## config.mk

```make
export PLATFORM = sky130hd
export DESIGN_NAME = uart_cmd_ctrl
export DESIGN_NICKNAME = d
export VERILOG_FILES = /design/src/rtl/uart_cmd_ctrl.sv
export SDC_FILE = /design/constraint.sdc
export NUM_CORES = 1
export LEC_CHECK = 0
export CAP_MARGIN = 20
export CELL_PAD_IN_SITES_DETAIL_PLACEMENT = 1
export CELL_PAD_IN_SITES_GLOBAL_PLACEMENT = 1
export CORE_MARGIN = 2
export CORE_UTILIZATION = 45
export DETAILED_ROUTE_END_ITERATION = 12
export GPL_TIMING_DRIVEN = 1
export PLACE_DENSITY_LB_ADDON = 0.1
export SLEW_MARGIN = 20
export SYNTH_ARGS = -nofsm -noshare
export SYNTH_HDL_FRONTEND = slang
export SYNTH_SLANG_ARGS = --single-unit
```

## constraint.sdc

```tcl
create_clock -name clk -period 3.1 [get_ports clk]
set_input_delay 0.62 -clock clk [delete_from_list [all_inputs] [get_ports clk]]
set_output_delay 0.62 -clock clk [all_outputs]
set_load 0.01 [all_outputs]
```

## src/rtl/uart_cmd_ctrl.sv

```systemverilog
// uart_cmd_ctrl: assembles 16-bit commands from pairs of UART bytes.
// The high byte arrives first and the low byte second.
// An inter-byte timeout discards a half-received command.
//
// Ports:
//   clk, rst_n    - clock and asynchronous active-low reset
//   rx_rdy        - byte-available flag from the UART receiver
//   rx_data       - received byte, valid while rx_rdy=1
//   clr_cmd_rdy   - consumer acknowledge that clears cmd_rdy
//   clr_rx_rdy    - clear strobe back to the receiver (combinational)
//   cmd           - last assembled command {high, low}
//   cmd_rdy       - high while a new cmd is available
//   tmo_err       - one-cycle pulse on inter-byte timeout
module uart_cmd_ctrl #(
   parameter logic [16:0] TMO_CYC = 17'd100000
) (
   input  logic        clk,
   input  logic        rst_n,
   input  logic        rx_rdy,
   input  logic [7:0]  rx_data,
   input  logic        clr_cmd_rdy,
   output logic        clr_rx_rdy,
   output logic [15:0] cmd,
   output logic        cmd_rdy,
   output logic        tmo_err
);

   localparam int unsigned CNT_W = 17;
   localparam logic [0:0]  IDLE    = 1'b0;
   localparam logic [0:0]  WAIT_LO = 1'b1;

   logic [0:0]       state, state_nxt;
   logic [7:0]       hi_byte, hi_nxt;
   logic [CNT_W-1:0] cnt, cnt_nxt;
   logic [15:0]      cmd_nxt;
   logic             cmd_rdy_nxt;
   logic             tmo_nxt;
   logic             tmo_hit;

   // Every cycle with rx_rdy high is an accept; silenced while in reset.
   assign clr_rx_rdy = rx_rdy & rst_n;

   assign tmo_hit = (cnt == (TMO_CYC - CNT_W'(1)));

   // Next-state and next-output logic.
   always_comb begin
      state_nxt   = state;
      hi_nxt      = hi_byte;
      cnt_nxt     = '0;
      cmd_nxt     = cmd;
      tmo_nxt     = 1'b0;
      // Acknowledge clears first so that a same-cycle low-byte accept wins.
      cmd_rdy_nxt = clr_cmd_rdy ? 1'b0 : cmd_rdy;

      case (state)
         IDLE: begin
            if (rx_rdy) begin
               hi_nxt      = rx_data;
               cmd_rdy_nxt = 1'b0;
               state_nxt   = WAIT_LO;
            end
         end
         WAIT_LO: begin
            if (rx_rdy) begin
               // rx_rdy beats a coincident timeout.
               cmd_nxt     = {hi_byte, rx_data};
               cmd_rdy_nxt = 1'b1;
               state_nxt   = IDLE;
            end else if (tmo_hit) begin
               hi_nxt    = 8'h00;
               tmo_nxt   = 1'b1;
               state_nxt = IDLE;
            end else begin
               cnt_nxt = cnt + CNT_W'(1);
            end
         end
         default: begin
            state_nxt = IDLE;
         end
      endcase
   end

   // State and output registers.
   always_ff @(posedge clk or negedge rst_n) begin
      if (!rst_n) begin
         state   <= IDLE;
         hi_byte <= 8'h00;
         cnt     <= '0;
         cmd     <= 16'h0000;
         cmd_rdy <= 1'b0;
         tmo_err <= 1'b0;
      end else begin
         state   <= state_nxt;
         hi_byte <= hi_nxt;
         cnt     <= cnt_nxt;
         cmd     <= cmd_nxt;
         cmd_rdy <= cmd_rdy_nxt;
         tmo_err <= tmo_nxt;
      end
   end

endmodule

```

# Word-level counts from Yosys, hierarchy flattened
# Cells that the tools add are included.
# word_totals
register_bits	44
input_bits	12
output_inout_bits	19
elab_cells	33
# op_classes
add_sub_neg	1
eq_ne	4
muxes	18
n_bitwise	2
n_reduce_logical	2
# op_table
cell	n
two-way mux 17 bit	3
two-way mux 8 bit	3
adder 17 x 1 -> 17 bit, second input constant	1
equality test 17 bit, second input constant	1
one-hot mux 8 bit (2 select lines)	1
two-way mux 1 bit	9
inequality test 2 bit, second input constant	2
one-hot mux 1 bit (2 select lines)	2
AND reduction 3 bit	1
inequality test 2 x 1 -> 1 bit, second input constant	1
AND reduction 2 bit	1
AND 1 bit	1
NOT 1 bit	1

# Logic depth before layout (Yosys ltp)
# Gate-level depths: netlist (run 1).
# logic_depth
depth_word	4
mapped_depth	6
depth_no_buf	5

# Least setup slack after synthesis (run 1)
# OpenSTA, ideal clock, no wires.
# synth_path
kind	input to register
from	input port rx_rdy
to	register cmd[10]
t_arrival_ns	1.395
required_time_ns	2.975
setup_slack_ns	1.580
path_stages	3
n_path_buf	1
path_cell_list	nand2_1 buf_2 mux2_2
# synth_via
elab_chain_cells	1
# synth_lines
item	line_no	rtl
start: declaration	19	input logic rx_rdy,
AND reduction 2 bit (no line)	--	
end signal: assignment	96	cmd <= cmd_nxt;
end: declaration	23	output logic [15:0] cmd,
# No other way between the ends.
# A chain may end at the register's enable or synchronous reset.

# Final worst setup path (run 1)
# layout_path
from	input port rx_rdy
to	output port clr_rx_rdy
# layout_via
elab_chain_cells	1
# layout_lines
item	line_no	rtl
AND 1 bit	41	assign clr_rx_rdy = rx_rdy & rst_n;
end: declaration	22	output logic clr_rx_rdy,
# No other way between the ends.

==> impl_metrics.env, run 1 <==
export IMPL_syn_instance_count=164
export IMPL_post_route_period_util_pct=82.3
export IMPL_min_period_ps=2550
export IMPL_grt_max_degree=45
export IMPL_rsz0062_at_grt="no"
export IMPL_worstPathArrival_ps=1930
export IMPL_yosysUniqueCellTypes=31
export IMPL_postSynthAreaPerCell_um2=11.9
export IMPL_path_max_fanout=7
export IMPL_hpwl_um=2870
export IMPL_route_met3_wl_um=169
export IMPL_worst_slew_pin_slew_ps=749
export IMPL_final_hold_violation_count=0
export IMPL_antenna_found_initial=0
export IMPL_cts_setup_buffers=0
export IMPL_start_kind="input pin"
export IMPL_synth_xor_area_share_pct=6.71
export IMPL_syn_area_um2=1960
export IMPL_io_buffers=30
export IMPL_clk_pin_slew_ps=90
export IMPL_wl_met1_um=1930
export IMPL_tns_ps=0
export IMPL_vias=1324
export IMPL_highest_layer="met4"
export IMPL_num_io_pins=31
export IMPL_worstHoldPathType="in -> async"
export IMPL_crit_buf_inv=2
export IMPL_cp_end_kind="output port"
export IMPL_clock_skew_ps=11.3
export IMPL_drv_cap=0
export IMPL_synth_edf_count=0
export IMPL_start_util_pct=47.9
export IMPL_die_area_um2=4900
export IMPL_ctsRootBufferMaster="clkbuf_8"
export IMPL_ant_nets=0
export IMPL_synthAdderAreaFrac_pct=0.639
export IMPL_yosys_register_bits=44
export IMPL_muxShareOfSynthArea_pct=9.20
export IMPL_grt_usage_pct=18.3
export IMPL_synth_compound_area_share_pct=2.30
export IMPL_final_cell_mix="dfrtp_1 (44), clkdlybuf4s50_1 (29), nand2_1 (22)"
export IMPL_crit_top_cell="clkdlybuf4s50_1"
export IMPL_cpPeakStageDelay_ps=600
export IMPL_htree_levels=2
export IMPL_yosysWarnings=0
export IMPL_layout_commonest_cell="dfrtp_1"
export IMPL_fp_dieH_um=70.0
export IMPL_nFillCells=439
export IMPL_path_class="in -> out"
export IMPL_p_leak_nw=0.988
export IMPL_fmax_mhz=392
export IMPL_cp_top_family="buffers and inverters"
export IMPL_wl_per_cell_um=16.5
export IMPL_synthSimpleGateAreaFrac_pct=22.6
export IMPL_max_slew_margin_pct=49.9
export IMPL_fin_util_pct=58.3
export IMPL_area_growth_pct=21.7
export IMPL_slew_violations=0
export IMPL_numCtsBuffers=5
export IMPL_die_x_um=70.0
export IMPL_critPathSlowestCell="clkdlybuf4s50_1"
export IMPL_cts_buffer_depth=2
export IMPL_diodes=0
export IMPL_drc_errors=0
export IMPL_core_region_area_um2=4090
export IMPL_cts_tree="built"
export IMPL_synthFlopType="dfrtp_1"
export IMPL_cts_resized=0
export IMPL_power_density_nw_per_um2=604
export IMPL_ys_seq_area_share_pct=56.2
export IMPL_synth_top_family_by_area="simple AND/OR/NAND/NOR gates"
export IMPL_cts_hold_buffers=0
export IMPL_drtIter0Drc=55
export IMPL_grt_pass1_vias=1419
export IMPL_dr_pass1_iters=4
export IMPL_whs_ps=406
export IMPL_clk_insertion_delay_late_ps=300
export IMPL_met2_length_um=1930
export IMPL_clock_sinks=44
export IMPL_avgViaCountPerCell=5.36
export IMPL_outcome="complete, no violations"
export IMPL_rows=23
export IMPL_place_gp_congestion=0.784
export IMPL_finalSetupViolCount=0
export IMPL_path_cells="clkdlybuf4s50_1 > and2_1 > clkdlybuf4s50_1"
export IMPL_ir_drop_uv=280
export IMPL_gr_total_overflow=0
export IMPL_cp_required_ps=2480
export IMPL_synth_nets=177
export IMPL_layout_drive_gt1_share_pct=20.3
export IMPL_grt_pass1_wl_um=6990
export IMPL_drt_total_wl_um=4090
export IMPL_ys_async_sr_fraction_pct=100
export IMPL_fin_nets=209
==> layer usage <==
layer  track usage [%]  vias up
met5                 0        -
met4              7.69        0
met3              4.62        5
met2              27.8       25
met1              25.1      669
li1                  -      625
==> through the flow <==
step,worst slack [ps],instances,power (mW),cell area [µm²]
6_report,548,247,1.44,2380
5_1_grt,494,247,1.52,2380
4_1_cts,535,247,1.47,2380
3_5_place_dp,532,239,1.08,2290
3_3_place_gp,586,239,1.06,2290
2_1_floorplan,1580,164,0.871,1960
==> synth_stat cells (3+ instances only) <==
cell      n  share of area (%)
nand4_1   5                1.6
nand2_1  22                4.2
xor2_1    4                1.8
dfrtp_1  44                 56
nand3_1   5                1.3
xnor2_1  11                4.9
nor2_1   15                2.9
nor2_2    3               0.96
nor4_2    4                2.6
a21oi_1   8                2.0
nor3_1    4                1.0
mux2_2   16                9.2
==> area by class of cell <==
class | count | area, µm² | share of cell area [%]
multi-input cells | 112 | 812 | 34.1
flip-flops and latches | 44 | 1100 | 46.2
repair buffers | 31 | 303 | 12.7
clock buffers | 6 | 82.6 | 3.46
well taps | 50 | 62.6 | 2.62
inverters | 2 | 7.51 | 0.315
clock inverters | 2 | 15.0 | 0.630
==> sequential cells by signal, summed over array words and instances (netlist names) <==
signal / count
cmd_rdy: 1
state: 1
hi_byte: 8
tmo_err: 1
cmd: 16
cnt: 17
==> worst paths after layout <==
kind | endpoint | slack (ps) | depth (start not counted) | from
max in group asynchronous | cmd[0]$_DFFE_PN0P_ | 2320 | 2 | rst_n
worst min-delay path | cmd[3]$_DFFE_PN0P_ | 410 | 2 | rst_n
worst min register to register | cnt[0]$_DFF_PN0_ | 470 | 1 | cnt[0]$_DFF_PN0_
worst max-delay path | clr_rx_rdy | 550 | 3 | rx_rdy
min in group clk | cnt[0]$_DFF_PN0_ | 470 | 1 | cnt[0]$_DFF_PN0_
worst max register to register | hi_byte[4]$_DFFE_PN0P_ | 1380 | 5 | cnt[0]$_DFF_PN0_
==> worst register-to-register path, delay by kind of cell (launching register included) <==
kind	cells	cell delay (ps)
AND/OR/NAND/NOR	3	880
flip-flops	1	380
adder cells (fa/ha/maj)	1	230
AO/OA/AOI/OAI	1	90
==> power by group <==
part	leakage [nW]	total [mW]	internal, mW	switching [mW]
clock	0.0434	0.381	0.180	0.201
combinational	0.378	0.338	0.202	0.136
sequential	0.567	0.720	0.668	0.0514
total	0.988	1.44	1.05	0.388
==> kinds of logic after synthesis <==
family | after synthesis
compound gates | 9
xor+xnor | 15
fa+ha+maj | 1
buf+inv | 8
flops | 44
mux | 16
simple gates | 71
Power figures use the tool's default switching activity.
==> run 2, diff against run 1 <==
Settings changed: CORE_UTILIZATION 45 to 38.
Clock period 3.1 ns to 2.05 ns, I/O delays scaled along.
==> impl_metrics.env, run 2 (same netlist as run 1, synthesis figures left out) <==
export IMPL_outcome="complete, no violations"
export IMPL_drtIter0Drc=41
export IMPL_vias=1333
export IMPL_antenna_found_initial=0
export IMPL_grt_pass1_vias=1439
export IMPL_final_cell_mix="dfrtp_1 (44), clkdlybuf4s50_1 (29), nand2_1 (22)"
export IMPL_ant_nets=0
export IMPL_gr_total_overflow=0
export IMPL_hpwl_um=3040
export IMPL_clk_pin_slew_ps=90
export IMPL_power_density_nw_per_um2=878
export IMPL_crit_top_cell="clkdlybuf4s50_1"
export IMPL_wl_per_cell_um=15.4
export IMPL_largest_reg_flops=17
export IMPL_use_met2_pct=29.3
export IMPL_core_region_area_um2=5040
export IMPL_largestRegisters="cnt (17), cmd (16), hi_byte (8)"
export IMPL_cts_hold_buffers=0
export IMPL_finalInstanceArea_um2=2440
export IMPL_htree_levels=2
export IMPL_path_max_fanout=2
export IMPL_worstPathArrival_ps=1540
export IMPL_worstHoldPathType="in -> async"
export IMPL_register_area_um2=1100
export IMPL_drv_cap=0
export IMPL_avgViaCountPerCell=4.92
export IMPL_cts_tree="built"
export IMPL_cts_setup_buffers=0
export IMPL_post_route_period_util_pct=95.3
export IMPL_slew_violations=0
export IMPL_io_buffers=30
export IMPL_clk_insertion_delay_late_ps=290
export IMPL_ir_drop_uv=538
export IMPL_ctsRootBufferMaster="clkbuf_8"
export IMPL_critPathSlowestCell="clkdlybuf4s50_1"
export IMPL_grtUsageMet3_pct=3.31
export IMPL_start_util_pct=38.8
export IMPL_final_hold_violation_count=0
export IMPL_cts_resized=0
export IMPL_grtUsageMet1_pct=19.6
export IMPL_drt_total_wl_um=4170
export IMPL_cp_end_kind="output port"
export IMPL_drc_errors=0
export IMPL_numCtsBuffers=5
export IMPL_place_gp_congestion=0.781
export IMPL_layout_commonest_cell="dfrtp_1"
export IMPL_clock_sinks=44
export IMPL_worst_slew_pin_slew_ps=564
export IMPL_clock_skew_ps=7.57
export IMPL_cts_buffer_depth=2
export IMPL_fmax_mhz=512
export IMPL_nFillCells=546
export IMPL_multi_input_area_um2=812
export IMPL_die_x_um=75.8
export IMPL_p_leak_nw=1.02
export IMPL_dr_pass1_iters=4
export IMPL_diodes=0
export IMPL_path_class="in -> out"
export IMPL_top_register="cnt"
export IMPL_cp_required_ps=1640
export IMPL_rows=26
export IMPL_grt_usage_pct=16.2
export IMPL_dpl_cell_area_um2=2350
export IMPL_fp_dieH_um=75.8
export IMPL_area_growth_pct=24.7
export IMPL_top_usage_layer="met2"
export IMPL_min_period_ps=1950
export IMPL_max_slew_margin_pct=62.4
export IMPL_rsz0062_at_grt="no"
export IMPL_num_io_pins=31
export IMPL_grt_max_degree=45
export IMPL_layout_drive_gt1_share_pct=21.9
export IMPL_path_cells="clkdlybuf4s50_1 > and2_1 > clkdlybuf4s50_1"
export IMPL_cpPeakStageDelay_ps=540
export IMPL_grt_pass1_wl_um=7000
export IMPL_start_kind="input pin"
export IMPL_finalSetupViolCount=0
export IMPL_fin_nets=213
export IMPL_tns_ps=0
export IMPL_die_area_um2=5740
==> run 2: cell count changes in the layout (fill, tap and decap cells not counted) <==
cell        change
clkinv_2        +2
clkinvlp_4      -2
buf_4           +3
buf_12          +1
clkinv_4        +1
clkbuf_8        -1
==> run 2: final cells by class <==
class	instances	area share, %
multi-input cells	112	33.3
flip-flops and latches	44	45.1
clock inverters	3	0.769
well taps	70	3.59
clock buffers	5	2.82
repair buffers	35	14.1
inverters	2	0.308
==> run 2: stage by stage <==
| step | cells | util (%) | hold slack [ps] | total power, mW | worst slack [ps] |
|---|---|---|---|---|---|
| after CTS | 271 | 48.4 | 281 | 2.18 | 80.1 |
| final | 271 | 48.4 | 242 | 2.14 | 95.8 |
| after detailed placement | 263 | 46.7 | 453 | 1.64 | 82.9 |
| after global placement | 263 | 46.7 | 448 | 1.62 | 117 |
| after global routing | 271 | 48.4 | 271 | 2.27 | 32.0 |
| after floorplan | 164 | - | 114 | 1.32 | 591 |
==> run 2: critical path: cells and delay by family <==
family | cells | cell delay, ps
buffers and inverters | 2 | 1010
AND/OR/NAND/NOR | 1 | 120
==> run 2: where the power goes <==
group,switching [mW],total (mW),leakage [nW],internal (mW)
Clock,0.292,0.530,0.0479,0.238
Combinational,0.204,0.522,0.402,0.318
Sequential,0.0800,1.09,0.567,1.01
Total,0.576,2.14,1.02,1.57
==> run 2: per-layer routing <==
layer | share of wire (%) | vias to the layer above
met4 | 0.55 | 0
li1 | - | 631
met1 | 42 | 680
met5 | 0 | -
met3 | 3.0 | 5
met2 | 55 | 17
==> run 2: path summary, 6_finish.rpt <==
check | start | endpoint | slack (ps) | cells past startpoint
setup / recovery | rx_rdy | clr_rx_rdy | 100 | 3
hold / removal | rst_n | cnt[10]$_DFF_PN0_ | 240 | 2
setup reg to reg | cnt[0]$_DFF_PN0_ | cnt[14]$_DFF_PN0_ | 310 | 5
hold reg to reg | cnt[0]$_DFF_PN0_ | cnt[0]$_DFF_PN0_ | 460 | 1
max in group asynchronous | rst_n | cnt[8]$_DFF_PN0_ | 1410 | 2
min in group clk | cnt[0]$_DFF_PN0_ | cnt[0]$_DFF_PN0_ | 460 | 1
==> run 3, diff against run 2 <==
Settings changed: CORE_MARGIN 2 to 1.
==> impl_metrics.env, run 3 (same netlist as run 1, synthesis figures left out) <==
export IMPL_avgViaCountPerCell=4.99
export IMPL_final_hold_violation_count=0
export IMPL_ant_nets=0
export IMPL_hpwl_um=2900
export IMPL_cts_resized=0
export IMPL_layout_drive_gt1_share_pct=21.9
export IMPL_largest_reg_flops=17
export IMPL_post_route_period_util_pct=95.2
export IMPL_rsz0062_at_grt="no"
export IMPL_largestRegisters="cnt (17), cmd (16), hi_byte (8)"
export IMPL_post_place_cells=260
export IMPL_num_io_pins=31
export IMPL_fin_cells=268
export IMPL_fp_dieH_um=73.8
export IMPL_cts_setup_buffers=0
export IMPL_register_area_um2=1100
export IMPL_fin_nets=213
export IMPL_cp_required_ps=1640
export IMPL_start_kind="input pin"
export IMPL_nFillCells=519
export IMPL_numCtsBuffers=5
export IMPL_diodes=0
export IMPL_cts_buffer_depth=2
export IMPL_grt_usage_pct=17.0
export IMPL_power_density_nw_per_um2=940
export IMPL_area_growth_pct=25.8
export IMPL_rows=25
export IMPL_finalSetupViolCount=0
export IMPL_antenna_found_initial=0
export IMPL_whs_ps=250
export IMPL_grt_pass1_wl_um=6870
export IMPL_die_x_um=73.8
export IMPL_worstPathArrival_ps=1540
export IMPL_tns_ps=0
export IMPL_ir_drop_uv=485
export IMPL_setup_ws_ps=98.3
export IMPL_clock_skew_ps=7.53
export IMPL_outcome="complete, no violations"
export IMPL_drv_cap=0
export IMPL_die_area_um2=5440
export IMPL_start_util_pct=40.4
export IMPL_place_gp_congestion=0.755
export IMPL_vias=1336
export IMPL_max_slew_margin_pct=63.1
export IMPL_clk_insertion_delay_late_ps=290
export IMPL_dr_pass1_iters=4
export IMPL_slew_violations=0
export IMPL_ctsRootBufferMaster="clkbuf_8"
export IMPL_path_max_fanout=2
export IMPL_htree_levels=2
export IMPL_cp_end_kind="output port"
export IMPL_wl_per_cell_um=15.0
export IMPL_pre_cts_slack_ps=102
export IMPL_layout_commonest_cell="dfrtp_1"
export IMPL_drt_total_wl_um=4020
export IMPL_min_period_ps=1950
export IMPL_drc_errors=0
export IMPL_p_leak_nw=1.03
export IMPL_worstHoldPathType="in -> async"
export IMPL_final_cell_mix="dfrtp_1 (44), clkdlybuf4s50_1 (29), nand2_1 (22)"
export IMPL_multi_input_area_um2=812
export IMPL_clock_sinks=44
export IMPL_worst_slew_pin_slew_ps=554
export IMPL_cts_tree="built"
export IMPL_fmax_mhz=512
export IMPL_path_class="in -> out"
export IMPL_clk_pin_slew_ps=70
export IMPL_top_register="cnt"
export IMPL_cts_hold_buffers=0
export IMPL_total_power_mw=2.32
export IMPL_drtIter0Drc=39
export IMPL_grt_max_degree=45
export IMPL_io_buffers=30
export IMPL_gr_total_overflow=0
export IMPL_core_region_area_um2=4850
export IMPL_grt_pass1_vias=1418
==> run 3: worst paths after layout <==
path	end	cells after the start	slack, ps	start
worst min-delay path	cnt[13]$_DFF_PN0_	2	250	rst_n
min in group clk	cnt[0]$_DFF_PN0_	1	480	cnt[0]$_DFF_PN0_
worst max-delay path	clr_rx_rdy	3	100	rx_rdy
worst max register to register	cnt[2]$_DFF_PN0_	5	330	cnt[0]$_DFF_PN0_
max in group asynchronous	cnt[15]$_DFF_PN0_	2	1430	rst_n
worst min register to register	cnt[0]$_DFF_PN0_	1	480	cnt[0]$_DFF_PN0_
==> run 3: power breakdown <==
group          internal (mW)  switching (mW)  leakage (nW)
Clock                  0.430           0.283        0.0645
Combinational          0.314           0.206         0.396
Sequential              1.01          0.0726         0.567
==> run 3: per-stage QoR <==
step                      area (µm²)  utilization [%]
after detailed placement        2340             48.2
after global placement          2340             48.2
after global routing            2460             50.8
final                           2460             50.8
after floorplan                 1960                -
after CTS                       2460             50.8
==> run 3: per-layer routing <==
metal / vias up / GRT usage, % / wire length (µm)
met4: 0 / 6.84 / 45
met3: 5 / 3.43 / 103
met1: 674 / 24.0 / 1950
li1: 634 / - / -
met2: 23 / 25.6 / 1920
met5: - / 0 / 0
==> run 3: final cells by class <==
type | instances | area share [%]
sequential | 44 | 44.7
multi-input combinational | 112 | 33.0
timing repair buffer | 35 | 13.5
clock buffer | 7 | 3.91
tap | 67 | 3.40
clock inverter | 1 | 1.22
inverter | 2 | 0.305
==> run 3: critical path, cell delays in order <==
cell	delay, ps
clkdlybuf4s50_1	470
and2_1	130
clkdlybuf4s50_1	530
